$ cat config.mk
export PLATFORM = sky130hd
export DESIGN_NAME = ntt_intt_controller
export DESIGN_NICKNAME = d
export VERILOG_FILES = /design/src/rtl/ntt_intt_controller.sv
export SDC_FILE = /design/constraint.sdc
export NUM_CORES = 1
export LEC_CHECK = 0
export ABC_CLOCK_PERIOD_IN_PS = 16500
export BUFFER_PORTS_ARGS = -buffer_cell sky130_fd_sc_hd__clkbuf_2
export CAP_MARGIN = 15
export CORE_AREA = 2 2 432 434
export CTS_CLUSTER_DIAMETER = 40
export DETAILED_ROUTE_END_ITERATION = 12
export DIE_AREA = 0 0 434 436
export PLACE_DENSITY_LB_ADDON = 0.1
export SLEW_MARGIN = 0
export SYNTH_ARGS = -nofsm -noshare
export SYNTH_HDL_FRONTEND = slang
export SYNTH_SLANG_ARGS = --single-unit
export TNS_END_PERCENT = 10
$ cat constraint.sdc
create_clock -name clk -period 16.5 [get_ports clk]
set_input_delay 2.475 -clock clk [delete_from_list [all_inputs] [get_ports clk]]
set_output_delay 2.475 -clock clk [all_outputs]
set_load 0.005 [all_outputs]
$ cat src/rtl/ntt_intt_controller.sv
// Sequencer for a single ntt_intt_pu: accepts a vector, runs LAT butterfly stages, returns the result.
// Optional NTT_CTRL_PERF_CNT_EN adds saturating xfer_count / busy_cycles performance counters.
module ntt_intt_controller #(
    parameter int N   = 17,
    parameter int D   = 16,
    parameter int LAT = $clog2(D)
) (
    input  logic           clk,
    input  logic           rst,
    input  logic           in_valid,
    output logic           in_ready,
    input  logic           in_inv,
    input  logic [D*N-1:0] in_data,
    output logic           pu_rst,
    output logic           pu_inv,
    output logic [D*N-1:0] pu_a,
    input  logic [D*N-1:0] pu_an,
    output logic           out_valid,
    input  logic           out_ready,
    output logic [D*N-1:0] out_data,
    output logic           out_inv
`ifdef NTT_CTRL_PERF_CNT_EN
    ,
    output logic [31:0]    xfer_count,
    output logic [31:0]    busy_cycles
`endif
);

    localparam int CW = $clog2(LAT) + 1;

    typedef enum logic [1:0] {S_IDLE, S_LOAD, S_RUN, S_HOLD} state_t;

    state_t          r_state;
    state_t          w_next;
    logic [CW-1:0]   r_stage;
    logic            w_accept;
    logic            w_last;

    assign in_ready  = (r_state == S_IDLE) || ((r_state == S_HOLD) && out_ready);
    assign out_valid = (r_state == S_HOLD);
    assign pu_rst    = (r_state != S_RUN);
    assign w_accept  = in_valid && in_ready;
    assign w_last    = (r_state == S_RUN) && (r_stage == CW'(LAT - 1));

    always_comb begin
        w_next = r_state;
        case (r_state)
            S_IDLE:  if (w_accept) w_next = S_LOAD;
            S_LOAD:  w_next = S_RUN;
            S_RUN:   if (w_last) w_next = S_HOLD;
            S_HOLD:  if (out_ready) w_next = in_valid ? S_LOAD : S_IDLE;
            default: w_next = S_IDLE;
        endcase
    end

    always_ff @(posedge clk or posedge rst) begin
        if (rst) r_state <= S_IDLE;
        else     r_state <= w_next;
    end

    always_ff @(posedge clk or posedge rst) begin
        if (rst) begin
            pu_a     <= '0;
            pu_inv   <= 1'b0;
            out_data <= '0;
            out_inv  <= 1'b0;
            r_stage  <= '0;
        end else begin
            // Operands only move at accept, so the PU sees them stable through LOAD and RUN.
            if (w_accept) begin
                pu_a   <= in_data;
                pu_inv <= in_inv;
            end
            if (r_state == S_LOAD)      r_stage <= '0;
            else if (r_state == S_RUN)  r_stage <= r_stage + 1'b1;
            if (w_last) begin
                out_data <= pu_an;
                out_inv  <= pu_inv;
            end
        end
    end

`ifdef NTT_CTRL_PERF_CNT_EN
    always_ff @(posedge clk or posedge rst) begin
        if (rst) begin
            xfer_count  <= '0;
            busy_cycles <= '0;
        end else begin
            if (out_valid && out_ready && (xfer_count != '1))
                xfer_count <= xfer_count + 32'd1;
            if (((r_state == S_LOAD) || (r_state == S_RUN)) && (busy_cycles != '1))
                busy_cycles <= busy_cycles + 32'd1;
        end
    end
`endif

endmodule

==> metrics.log <==
[metrics] status: finished, final reports clean
[metrics] final design area excluding fillers: 0.0352 mm^2
[metrics] cts-stage hold buffer count: 0
[metrics] fraction of post-synthesis cell area in the top cell type by area: 62.8%
[metrics] maximum buffer depth of the clock tree: 3
[metrics] cell family with the largest share of critical-path delay: buffers and inverters
[metrics] synth-to-layout area growth: 60.2%
[metrics] number of buffers created by CTS: 146
[metrics] number of antenna violations at the first check in global routing: 17
[metrics] number of setup violations in the final report: 0
[metrics] max-slew violation total from the final report: 0
[metrics] number of buffers inserted by port buffering: 1097
[metrics] maximum fanout along the worst path: 60
[metrics] maximum number of pins on one net before global-route repair: 153
[metrics] sum of buffers and inverters on the critical path: 4
[metrics] Lkg Pwr: 17.5 nW
[metrics] placer congestion estimate: 0.778
[metrics] Max Clk Rate: 179 MHz
[metrics] post-detailed-routing wire length: 90900 um
[metrics] most common cell after layout, fill and taps aside: clkbuf_2
[metrics] final worst-path cycle share: 33.8%
[metrics] kind of end point of the critical path: flop
[metrics] largest voltage drop on the vdd net: 0.0000888 V
[metrics] mean instance size in the synthesized netlist: ~18 um^2
[metrics] H-tree levels: 4
[metrics] Cell Area, Synth: 0.0219 mm^2
[metrics] Avg Vias per Cell: ~3
[metrics] layout cell share with drive strength beyond 1: between 70% and 80%
[metrics] starting density of the core: 11.9%
[metrics] RSZ-0062 raised after global routing: false
[metrics] cell taking the most area after synthesis: dfrtp_1
[metrics] Post-DRT Antenna Nets: 0
[metrics] CTS resizes: 0
[metrics] Hold Path Class: reg2reg
[metrics] clock network latency to the later pin of the worst-skew pair: 750 ps
[metrics] drc violations: 0
[metrics] worst setup skew after layout: 18.2 ps
[metrics] die outline width: 434 um
[metrics] clock transition at the register clock pins on the worst setup and hold paths after CTS: 40 ps
[metrics] Max-Slew Margin vs Limit: a little over a fifth
[metrics] count of endpoints failing hold in the final timing report: 0
[metrics] Worst Setup Start Kind: input port
[metrics] cell-by-cell listing of the critical path: clkbuf_2, a21o_4, nand2_8, buf_4, buf_4, buf_4, mux2_4
[metrics] PD cells: 223 mW/mm^2
[metrics] number of setup buffers added after CTS: 0
[metrics] WP data required: 17120 ps
[metrics] TritonRoute pass-1 iters: 4
[metrics] critical path class: in2reg
[metrics] die area: 0.189 mm^2
[metrics] Placeable Area: around 0.18 mm^2
[metrics] Final HPWL DP: 70000 um
[metrics] via count of the first global-routing pass: between 15000 and 20000
[metrics] count of boundary I/O pins: approximately 1100
[metrics] post-synthesis cell count: approximately 1200
[metrics] most frequent cells in the layout: clkbuf_2 (1097), dfrtp_1 (551), mux2_2 (278)
[metrics] fin nets: between 2000 and 3000
[metrics] Synth Warn #: 0
[metrics] placed standard-cell area: 0.0299 mm^2
[metrics] master cell of the clock root buffer: clkbuf_16
[metrics] cell repeated most along the worst path: buf_4
[metrics] Unique masters post-synth: 18
[metrics] highest-delay cell along the critical path: buf_4
[metrics] post-layout util: approximately a fifth
[metrics] syn_nets: approximately 1700
[metrics] CP Data Arrival Time: around 6200 ps
[metrics] FILL cells: 20300
[metrics] cell row count: 158
[metrics] height of the die: about 440 um
[metrics] overflow left after global routing: 0
[metrics] GRT Total Usage: 9.42%
[metrics] wire length per cell after detailed routing: 18.2 um
[metrics] number of design-rule violations left by the first detailed-router iteration: 422
[metrics] first-pass GRT wire length: 128000 um
[metrics] Least-Margin Pin Slew: approximately 1200 ps
[metrics] FF+latch count, synth: about 550
[metrics] sequential area share after synthesis: 62.8%
[metrics] number of violations of the max-capacitance limit: 0
[metrics] highest cell delay on the worst timing path: 800 ps
[metrics] setup TNS: 0 ps
[metrics] time the final worst path needs with I/O delays and setup: about 5600 ps
[metrics] clock tree from TritonCTS: built
[metrics] total clock sinks: ~550
[metrics] main area contributors after synthesis: dfrtp_1 (63%), mux2_4 (18%), mux2_2 (14%)
[metrics] vias post-DR: 14900
-- state kept, by name (all words and copies together), names as in the netlist --
register and count:
out_data 272, out_inv 1, pu_a 272, pu_inv 1, r_stage 3, r_state 2
-- layout make-up --
type                    count  area [um^2]  area share, %
flip-flops and latches    551        13800           39.2
multi-input cells         572         7400           21.0
repair buffers           1111         5630           16.0
clock buffers             209         4320           12.3
well taps                2480         3100           8.83
clock inverters            56          871           2.48
inverters                   6         26.3         0.0747
diodes                      9         22.5         0.0641
-- final timing paths --
kind,start,end,slack [ps],cells past startpoint
min reg2reg,out_data[92],out_data[92],500,1
min,out_data[92],out_data[92],500,1
max,out_ready,pu_a[111],10920,7
min in group asynchronous,rst,out_data[181],1800,2
max reg2reg,r_state[0],pu_a[111],11950,8
max in group asynchronous,rst,pu_a[102],11890,5
-- synth_stat cells, drive strengths merged --
cell / count
nand3b: 1
buf: 60
ha: 7
a211oi: 1
nor2b: 3
mux2: 548
nor2: 3
nor3: 1
a21o: 1
nor4: 1
a2bb2oi: 1
o21ai: 2
dfrtp: 551
nand2: 3
inv: 6
-- power breakdown --
group          switching (mW)  internal (mW)
logic                    1.00           1.39
registers               0.405           2.06
clock network           0.889           2.11
-- through the flow --
| stage | cells | power [mW] | worst slack, ps | hold WS [ps] |
|---|---|---|---|---|
| global route | 4992 | 8.32 | 10750 | 509 |
| finish | 4994 | 7.85 | 10920 | 499 |
| global placement | 4720 | 4.94 | 10170 | 485 |
| detailed placement | 4720 | 4.95 | 10080 | 492 |
| CTS | 4985 | 8.06 | 10930 | 501 |
| floorplan | 1189 | 3.74 | 6530 | 502 |
-- kinds of logic (layout without fill, tap and decap cells) --
kind of cell	Yosys count	after routing	synth area share, %
fa+ha+maj	7	7	0.399
buf+inv	66	1382	3.52
compound gates	5	5	0.188
simple gates	12	12	0.308
other cells	0	9	0
mux	548	548	32.7
flops	551	551	62.8
-- worst register-to-register path, stage by stage (launching register included) --
cell and delay, ps:
dfrtp_1 400, inv_1 120, ha_1 280, a21o_4 230, nand2_8 520, buf_4 810
buf_4 830, buf_4 830, mux2_4 410
-- metal layers --
metal / vias up / global-route usage (%) / part of all wire, % / wire length, um
li1: 6640 / - / - / -
met1: 7422 / 9.07 / 34 / 30900
met2: 695 / 17.1 / 53 / 48300
met3: 162 / 4.47 / 10 / 9060
met4: 12 / 3.80 / 2.8 / 2560
met5: - / 0 / 0.080 / 73
(Power assumes the default switching activity.)
